$ cat src/rtl/counter_pkg.sv
// Shared types and constants for the counter decoder: tracker states and step classes.
package counter_pkg;

  typedef enum logic [1:0] {
    S_EMPTY  = 2'd0,
    S_PRIMED = 2'd1,
    S_TRACK  = 2'd2
  } state_t;

  typedef enum logic [2:0] {
    STEP_HOLD  = 3'd0,
    STEP_UP    = 3'd1,
    STEP_DOWN  = 3'd2,
    STEP_RESET = 3'd3,
    STEP_ERR   = 3'd4
  } step_t;

  // The DOWN delta is all-ones at whatever WIDTH the classifier is built with.
  localparam int DELTA_UP = 1;

endpackage

$ cat src/rtl/counter_step_classifier.sv
// Combinational classifier: labels the step from prev to count_in, modulo 2**WIDTH.
module counter_step_classifier
  import counter_pkg::*;
#(
  parameter int WIDTH = 8
) (
  input  logic [WIDTH-1:0] prev,
  input  logic [WIDTH-1:0] count_in,
  output step_t            step
);

  localparam logic [WIDTH-1:0] D_UP   = WIDTH'(DELTA_UP);
  localparam logic [WIDTH-1:0] D_DOWN = '1;

  logic [WIDTH-1:0] delta;

  assign delta = count_in - prev;

  // Order matters: wraps 255->0 and 1->0 must win over the reset rule.
  always_comb begin
    step = STEP_ERR;
    if (delta == '0)
      step = STEP_HOLD;
    else if (delta == D_UP)
      step = STEP_UP;
    else if (delta == D_DOWN)
      step = STEP_DOWN;
    else if (count_in == '0)
      step = STEP_RESET;
  end

endmodule

$ cat src/rtl/counter_decoder.sv
// Receive-side monitor for an up/down counter: recovers enable/direction, flags resets and jumps.
// Build option COUNTER_DECODER_LOCK_EN: direction_out flips only after LOCK_N agreeing moves.
//
// state    | meaning
// S_EMPTY  | no sample held yet; next sample only primes prev
// S_PRIMED | one sample held; next sample produces the first classified step
// S_TRACK  | classifying every sample against the previous one
module counter_decoder
  import counter_pkg::*;
#(
  parameter int WIDTH = 8,
  parameter int CNT_W = 8
`ifdef COUNTER_DECODER_LOCK_EN
  ,
  parameter int LOCK_N = 2
`endif
) (
  input  logic             clk,
  input  logic             rst_n,
  input  logic [WIDTH-1:0] count_in,
  output logic             valid_out,
  output logic             enable_out,
  output logic             direction_out,
  output logic             rst_seen,
  output logic             err,
  output logic [CNT_W-1:0] run_len,
  output logic [CNT_W-1:0] err_count
);

  state_t           state;
  logic [WIDTH-1:0] prev;
  step_t            step;
  step_t            last_step;
  logic             moving;
  logic             step_dir;

  counter_step_classifier #(.WIDTH(WIDTH)) u_classifier (
    .prev     (prev),
    .count_in (count_in),
    .step     (step)
  );

  assign moving   = (step == STEP_UP) || (step == STEP_DOWN);
  assign step_dir = (step == STEP_UP);

  always_ff @(posedge clk) begin
    if (!rst_n) begin
      state      <= S_EMPTY;
      prev       <= '0;
      last_step  <= STEP_HOLD;
      valid_out  <= 1'b0;
      enable_out <= 1'b0;
      rst_seen   <= 1'b0;
      err        <= 1'b0;
      run_len    <= '0;
      err_count  <= '0;
    end else begin
      prev <= count_in;
      if (state == S_EMPTY) begin
        state <= S_PRIMED;
      end else begin
        state      <= S_TRACK;
        valid_out  <= 1'b1;
        last_step  <= step;
        enable_out <= moving;
        rst_seen   <= (step == STEP_RESET);
        err        <= (step == STEP_ERR);
        if (step == STEP_ERR && err_count != '1)
          err_count <= err_count + CNT_W'(1);
        // The first classified step has no predecessor, so it always starts a new run.
        if (state == S_PRIMED || step != last_step)
          run_len <= CNT_W'(1);
        else if (run_len != '1)
          run_len <= run_len + CNT_W'(1);
      end
    end
  end

`ifdef COUNTER_DECODER_LOCK_EN
  localparam int LOCK_W = $clog2(LOCK_N + 1);

  logic [LOCK_W-1:0] lock_cnt;

  // lock_cnt counts consecutive moves opposing the current direction_out.
  always_ff @(posedge clk) begin
    if (!rst_n) begin
      direction_out <= 1'b0;
      lock_cnt      <= '0;
    end else if (state != S_EMPTY) begin
      if (!moving || step_dir == direction_out) begin
        lock_cnt <= '0;
      end else if (int'(lock_cnt) + 1 >= LOCK_N) begin
        direction_out <= step_dir;
        lock_cnt      <= '0;
      end else begin
        lock_cnt <= lock_cnt + LOCK_W'(1);
      end
    end
  end
`else
  always_ff @(posedge clk) begin
    if (!rst_n)
      direction_out <= 1'b0;
    else if (state != S_EMPTY && moving)
      direction_out <= step_dir;
  end
`endif

endmodule

$ cat config.mk
export PLATFORM = sky130hd
export DESIGN_NAME = counter_decoder
export DESIGN_NICKNAME = d
export VERILOG_FILES = /design/src/rtl/counter_pkg.sv /design/src/rtl/counter_step_classifier.sv /design/src/rtl/counter_decoder.sv
export SDC_FILE = /design/constraint.sdc
export NUM_CORES = 1
export LEC_CHECK = 0
export BUFFER_PORTS_ARGS = -buffer_cell sky130_fd_sc_hd__buf_4
export CAP_MARGIN = 10
export CORE_MARGIN = 2
export CORE_UTILIZATION = 35
export CTS_CLUSTER_SIZE = 24
export DETAILED_ROUTE_END_ITERATION = 10
export GPL_TIMING_DRIVEN = 0
export HOLD_SLACK_MARGIN = 0.12
export SLEW_MARGIN = 10
export SYNTH_ARGS = -nofsm -noshare
export SYNTH_HDL_FRONTEND = slang
export SYNTH_SLANG_ARGS = --single-unit
$ cat constraint.sdc
create_clock -name clk -period 7.75 [get_ports clk]
set_input_delay 0.775 -clock clk [delete_from_list [all_inputs] [get_ports clk]]
set_output_delay 0.775 -clock clk [all_outputs]
set_load 0.005 [all_outputs]
==> results.yml, run 1 <==
power:
  ir_drop_mv: 0.117
  powerDensity_nw_per_um2: 173
  p_leak_nw: 1.00
floorplanning:
  die_area_um2: 6430
  row_count: 27
  dieWidth_um: 80.2
  die_h_um: 80.2
  start_util_pct: 36.7
  core_area_um2: 5540
  ioPinCount: 31
synthesis:
  synth.cell_area_um2: 2030
  synth_top_cell_by_area: "dfxtp_1"
  synth_top_area_share_pct: 33.5
  synth_edf_count: 0
  synth_nets: 272
  synth-warning-count: 0
  netlist_instances: 251
  synthTopCellsByArea: "dfxtp_1 (34%), ha_1 (6.2%), nor2_1 (6.1%)"
  synth-seq-area-share_pct: 33.5
  async_flop_share_pct: 0
  ys_types: 51
  syn_area_per_cell_um2: 8.09
  yosys_register_bits: 34
  synthFlopType: "dfxtp_1"
route:
  vias: 1859
  drtIter0Drc: 103
  post-route-drc-count: 0
  wire_per_inst_um: 12.7
  final_antenna_net_count: 0
  drt_pre_antenna_iters: 4
  wl_mm: 4.60
  viasPerCell: 5.15
sta:
  max_freq_ghz: 0.285
  setup_viol: 0
  post-route-min-period_ns: 3.51
  fin_crit_sh_pct: 45.2
  skew_ns: 0.00452
  final-hold-violation-count: 0
  drv_slew: 0
  hold_slack_ns: 0.450
  grt_setup_unrepaired: "no"
  tns_ns: 0
  slew_headroom_pct: 66.2
  worst_pin_slew_ns: 0.507
status:
  outcome: "finished, final reports clean"
critical_path:
  cp-start-kind: "input pin"
  arrival_ns: 3.68
  required_ns: 7.93
  worstSetupPathType: "in2reg"
  cp-end-kind: "flip-flop"
  worst-path-max-fanout: 10
cts:
  root_buffer: "clkbuf_8"
  cts_hold_buf: 0
  clk_path_buf_depth: 2
  h-tree-depth: 2
  cts_buffers: 5
  post-cts-setup-buffers: 0
  cts_tree: "yes"
  clock-sinks: 34
  post_cts_resized: 0
  clkTransAtPathRegs_ns: 0.07
  clock_latency_ns: 0.28
global_route:
  antenna_found_initial: 0
  grt_pass1_wl_mm: 8.02
  grt_usage_pct: 15.8
  overflow: 0
  grt_max_degree: 13
  grt_pass1_vias: 1715
layout:
  utilization_pct: 44.0
  nFillCells: 584
  area_growth_pct: 20.0
  num-nets-final: 309
  final-seq-area_um2: 681
  final_common_cell: "dfxtp_1"
  finalNonFillerCells: 361
  layout_common_cells: "dfxtp_1 (34), nor2_1 (33), buf_4 (30)"
  antennaDiodeCount: 0
  layout-drive-gt1-share_pct: 19.4
  multiInputGateArea_um2: 1230
place:
  place_inst: 353
  numPortBuffers: 30
  place_hpwl_mm: 3.37
  finalWeightedCongestion: 0.793
min_path:
  min_path_type: "reg2reg"
run:
  max_cap_violations: 0
## kinds of logic after synthesis
logic type | synth area share, %
AND/OR/NAND/NOR | 32.8
AO/OA/AOI/OAI | 16.5
flip-flops | 33.5
buffers and inverters | 5.79
adder cells (fa/ha/maj) | 7.15
XOR/XNOR | 4.31
## sequential cells by signal (all words and copies together), names as in the netlist
| signal | flops |
|---|---|
| run_len | 8 |
| rst_seen | 1 |
| err_count | 8 |
| direction_out | 1 |
| prev | 8 |
| state | 2 |
| last_step | 3 |
| enable_out | 1 |
| valid_out | 1 |
| err | 1 |
## per-stage QoR
stage | cell area (µm²) | worst slack [ns] | power, mW
2_1_floorplan | 2030 | 4.41 | 0.262
3_3_place_gp | 2350 | 4.01 | 0.291
3_5_place_dp | 2350 | 3.96 | 0.292
4_1_cts | 2440 | 4.25 | 0.426
5_1_grt | 2440 | 4.03 | 0.449
6_report | 2440 | 4.24 | 0.420
## synth_stat cells (all sizes together), types with 7 or more instances
cell type / n
nor2: 33
nand3: 15
xnor2: 8
a21oi: 14
dfxtp: 34
nor3: 8
ha: 10
and2: 7
and3: 9
inv: 15
nand2: 25
## critical path, cell delays in order
cell,delay (ns)
buf_4,0.11
inv_1,0.09
ha_1,0.15
inv_1,0.05
fa_1,0.41
a211oi_2,0.31
or4b_1,0.17
nand4_1,0.14
o21bai_4,0.22
or2_1,0.24
buf_6,0.14
or3_1,0.30
nand3_1,0.18
buf_6,0.17
nand3_1,0.08
o2111a_1,0.13
## metal layers
metal  track usage (%)  up-vias  share of wire (%)
met5                 0        -                  0
met4              4.75        0               0.52
met3              4.61        2                5.5
met2              24.4       44                 43
met1              21.3      851                 51
li1                  -      962                  -
## final timing paths
kind,startpoint,endpoint,slack (ns),depth (start not counted)
setup / recovery,count_in[0],run_len[0],4.24,16
hold / removal,err,err,0.45,2
hold reg to reg,err,err,0.45,2
setup reg to reg,prev[0],run_len[0],4.62,14
## layout make-up
type | instances | share of cell area (%)
plain buffers | 10 | 2.52
clock buffers | 5 | 2.82
clock inverters | 3 | 0.873
inverters | 15 | 2.31
multi-input cells | 192 | 50.6
flip-flops and latches | 34 | 27.9
well taps | 72 | 3.70
repair buffers | 30 | 9.24
## power by group
| part | switching, mW | total [mW] | internal (mW) |
|---|---|---|---|
| sequential | 0.00662 | 0.190 | 0.184 |
| clock | 0.0696 | 0.133 | 0.0631 |
| combinational | 0.0558 | 0.0973 | 0.0414 |
| total | 0.132 | 0.420 | 0.288 |
Note: power is estimated with default switching activity, not from simulation.
==> run 2: changes to the inputs <==
Clock period 7.75 ns to 2.96 ns, I/O delays scaled along.
==> results.yml, run 2 (same netlist as run 1, synthesis figures left out) <==
global_route:
  antenna_found_initial: 0
  grt_pass1_vias: 1775
  grt_usage_pct: 16.1
  overflow: 0
  grt_max_degree: 13
  grt_pass1_wl_mm: 8.18
critical_path:
  cp_cell_sequence: "ha_4 -> inv_2 -> fa_2 -> a211oi_4 -> or4b_1 -> nand4_1 -> o21bai_4 -> or2_1 -> buf_6 -> or3_4 -> nand3_4 -> buf_6 -> o211ai_1 -> a21oi_1"
  worst_path_most_repeated_cell: "buf_6"
  arrival_ns: 3.11
  worst-path-max-fanout: 8
  crit_family: "simple AND/OR/NAND/NOR gates"
  cp-end-kind: "flip-flop"
  slowest_delay_ns: 0.36
  cp-start-kind: "flip-flop"
  cp.buffers_inverters: 3
  worstSetupPathType: "reg2reg"
  cp_slowest_cell: "fa_2"
  required_ns: 3.18
layout:
  layout-drive-gt1-share_pct: 24.0
  finalNonFillerCells: 368
  top_regs: "err_count (8), prev (8), run_len (8)"
  final_common_cell: "buf_4"
  layout_common_cells: "buf_4 (36), nor2_1 (33), dfxtp_1 (33)"
  area_growth_pct: 25.9
  num-nets-final: 316
  antennaDiodeCount: 0
power:
  ir_drop_mv: 0.309
  total_power_mw: 1.12
  p_leak_nw: 1.04
  powerDensity_nw_per_um2: 439
cts:
  cts_buffers: 5
  clock_latency_ns: 0.29
  h-tree-depth: 2
  clk_path_buf_depth: 2
  cts_hold_buf: 0
  clock-sinks: 34
  cts_tree: "yes"
  clkTransAtPathRegs_ns: 0.08
  root_buffer: "clkbuf_8"
sta:
  tns_ns: 0
  fin_ws_ns: 0.0675
  worst_pin_slew_ns: 0.539
  grt_setup_unrepaired: "yes"
  drv_slew: 0
  post-route-min-period_ns: 2.89
  skew_ns: 0.00559
  hold_slack_ns: 0.230
  slew_headroom_pct: 64.1
  setup_viol: 0
  final-hold-violation-count: 0
  fin_crit_sh_pct: 97.7
  max_freq_ghz: 0.346
floorplanning:
  core_area_um2: 5540
  die_h_um: 80.2
  row_count: 27
  start_util_pct: 36.7
  dieWidth_um: 80.2
  die_area_um2: 6430
  ioPinCount: 31
place:
  place_inst: 353
  dp_slack_ns: -0.355
  numPortBuffers: 30
  place_hpwl_mm: 3.37
  finalWeightedCongestion: 0.793
run:
  max_cap_violations: 0
route:
  drt_pre_antenna_iters: 4
  final_antenna_net_count: 0
  wire_per_inst_um: 12.8
  vias: 1909
  viasPerCell: 5.19
  drtIter0Drc: 61
  wl_mm: 4.70
  post-route-drc-count: 0
status:
  outcome: "finished, final reports clean"
min_path:
  min_path_type: "in2reg"
run 2: metal layers:
layer	share of wire [%]	track usage, %	vias up
li1	-	-	975
met1	49	21.3	883
met2	44	25.4	46
met3	5.9	4.61	5
met4	1.0	4.75	0
met5	0	0	-
run 2: area by class of cell:
class	instances	area (µm²)
plain buffers	10	61.3
clock inverters	3	21.3
fillers	581	2980
flip-flops and latches	34	682
inverters	15	56.3
well taps	72	90.1
multi-input cells	192	1300
clock buffers	5	68.8
repair buffers	37	275
run 2: worst paths after layout:
check | start | endpoint | slack [ns] | cells past startpoint
setup / recovery | prev[0] | run_len[3] | 0.07 | 14
hold / removal | count_in[6] | prev[6] | 0.23 | 2
setup reg to reg | prev[0] | run_len[3] | 0.07 | 14
hold reg to reg | err | err | 0.45 | 2
run 2: through the flow:
step                      cell area (µm²)  util [%]
after floorplan                      2030         -
after global placement               2350      42.3
after detailed placement             2350      42.3
after CTS                            2500      45.1
after global routing                 2560      46.2
final                                2560      46.2
run 2: what timing repair did:
action,CTS,global route
cloned,1,0
gates resized for setup,6,8
buffers inserted,4,2
setup endpoints to repair,9,13
pin swaps,6,4
run 2: power breakdown:
| part | switching (mW) | leakage (nW) | internal, mW | total, mW |
|---|---|---|---|---|
| clock network | 0.186 | 0.0441 | 0.165 | 0.351 |
| registers | 0.0183 | 0.279 | 0.481 | 0.500 |
| logic | 0.154 | 0.717 | 0.117 | 0.272 |
| total | 0.358 | 1.04 | 0.764 | 1.12 |
==> run 3: changes to the inputs <==
Settings changed: BUFFER_PORTS_ARGS -buffer_cell sky130_fd_sc_hd__buf_4 to default, CORE_MARGIN 2 to default, DONT_BUFFER_PORTS from default to 1.
==> results.yml, run 3 (same netlist as run 1, synthesis figures left out) <==
min_path:
  hp-start: "count_in[2]"
  hold_end: "prev[2]"
  min_path_type: "in2reg"
  hold_depth: 1
layout:
  finish.instance_area_um2: 2440
  multiInputGateArea_um2: 1360
  final-seq-area_um2: 682
  nFillCells: 571
  antennaDiodeCount: 0
  layout_common_cells: "nor2_1 (33), dfxtp_1 (33), nand2_1 (25)"
  top_regs: "err_count (8), prev (8), run_len (8)"
  finalNonFillerCells: 344
  num-nets-final: 292
  layout-drive-gt1-share_pct: 18.0
  area_growth_pct: 20.3
status:
  outcome: "finished, final reports clean"
place:
  place_hpwl_mm: 3.19
  numPortBuffers: 0
  dpl-instance-area_um2: 2120
  place_inst: 323
  finalWeightedCongestion: 0.793
sta:
  fin_crit_sh_pct: 97.3
  final-hold-violation-count: 0
  grt_setup_unrepaired: "yes"
  hold_slack_ns: 0.122
  tns_ns: 0
  drv_slew: 0
  setup_viol: 0
  worst_pin_slew_ns: 0.516
  max_freq_ghz: 0.347
  slew_headroom_pct: 65.6
  skew_ns: 0.00947
  post-route-min-period_ns: 2.88
cts:
  cts_buffers: 5
  clock-sinks: 34
  cts_tree: "yes"
  h-tree-depth: 2
  clkTransAtPathRegs_ns: 0.07
  clk_path_buf_depth: 2
  clock_latency_ns: 0.29
  root_buffer: "clkbuf_8"
critical_path:
  r2r_start: "prev[0]"
  required_ns: 3.18
  worst-path-max-fanout: 7
  cp-end-kind: "flip-flop"
  worstSetupPathType: "reg2reg"
  arrival_ns: 3.10
  cp-start-kind: "flip-flop"
  r2r_slack_ns: 0.08
  rr_endpoint: "run_len[3]"
  worstRegToRegCells: 14
route:
  drt_pre_antenna_iters: 4
  viasPerCell: 5.33
  wire_per_inst_um: 13.5
  vias: 1834
  post-route-drc-count: 0
  drtIter0Drc: 85
  wl_mm: 4.65
  final_antenna_net_count: 0
power:
  p_leak_nw: 0.923
  ir_drop_mv: 0.279
  powerDensity_nw_per_um2: 463
  total_power_mw: 1.13
floorplanning:
  die_h_um: 78.2
  row_count: 27
  start_util_pct: 36.7
  die_area_um2: 6110
  core_area_um2: 5540
  dieWidth_um: 78.2
  ioPinCount: 31
run:
  max_cap_violations: 0
global_route:
  antenna_found_initial: 0
  overflow: 0
  grt_pass1_vias: 1659
  grt_usage_pct: 15.6
  grt_max_degree: 11
  grt_pass1_wl_mm: 7.61
-- run 3: layout make-up --
cell class,count,area share [%]
well taps,72,3.69
clock inverters,1,0.205
clock buffers,7,3.53
multi-input cells,192,55.5
inverters,15,2.31
plain buffers,10,2.51
repair buffers,13,4.35
flip-flops and latches,34,27.9
-- run 3: timing repair --
item,4_1_cts,5_1_grt
resized for setup,6,16
hold buffers,1,1
endpoints found under the hold margin,1,1
gates cloned,1,0
pin swaps,5,12
setup endpoints to repair,8,15
buffers inserted,4,6
-- run 3: metal layers --
layer  up-vias  track usage [%]  routed length [µm]
met3         9             4.88                 233
li1        934                -                   -
met1       852             20.3                2280
met2        39             23.2                2030
met5         -                0                   0
met4         0             7.41                  96
-- run 3: where the power goes --
part / internal [mW] / switching [mW] / total, mW
clock: 0.188 / 0.179 / 0.367
sequential: 0.482 / 0.0219 / 0.504
combinational: 0.113 / 0.147 / 0.260
total: 0.783 / 0.348 / 1.13
-- run 3: how the worst max path moves through the flow --
stage	from	endpoint	slack [ns]	depth (start not counted)
finish	prev[0]	run_len[3]	0.08	14
global route	prev[0]	run_len[5]	-0.12	14
CTS	prev[0]	run_len[5]	-0.04	14
detailed placement	count_in[0]	run_len[5]	-0.18	15
global placement	count_in[0]	run_len[5]	-0.15	15
floorplan	count_in[0]	run_len[5]	0.09	15
-- run 3: worst max-delay path, cell delays in order, from the launching register on --
cell and delay, ns:
dfxtp_2 0.35, ha_4 0.12, inv_2 0.03, fa_2 0.37
a211oi_4 0.27, or4b_1 0.15, nand4_1 0.12, o21bai_4 0.21
or2_1 0.24, buf_6 0.13, or3_4 0.34, nand3_4 0.12
buf_6 0.13, o211ai_1 0.09, a21oi_1 0.12
-- run 3: stage by stage --
step,setup slack [ns],utilization (%)
floorplan,0.0945,-
global placement,-0.155,38.3
detailed placement,-0.177,38.3
CTS,-0.0353,41.1
global route,-0.120,44.1
finish,0.0798,44.1
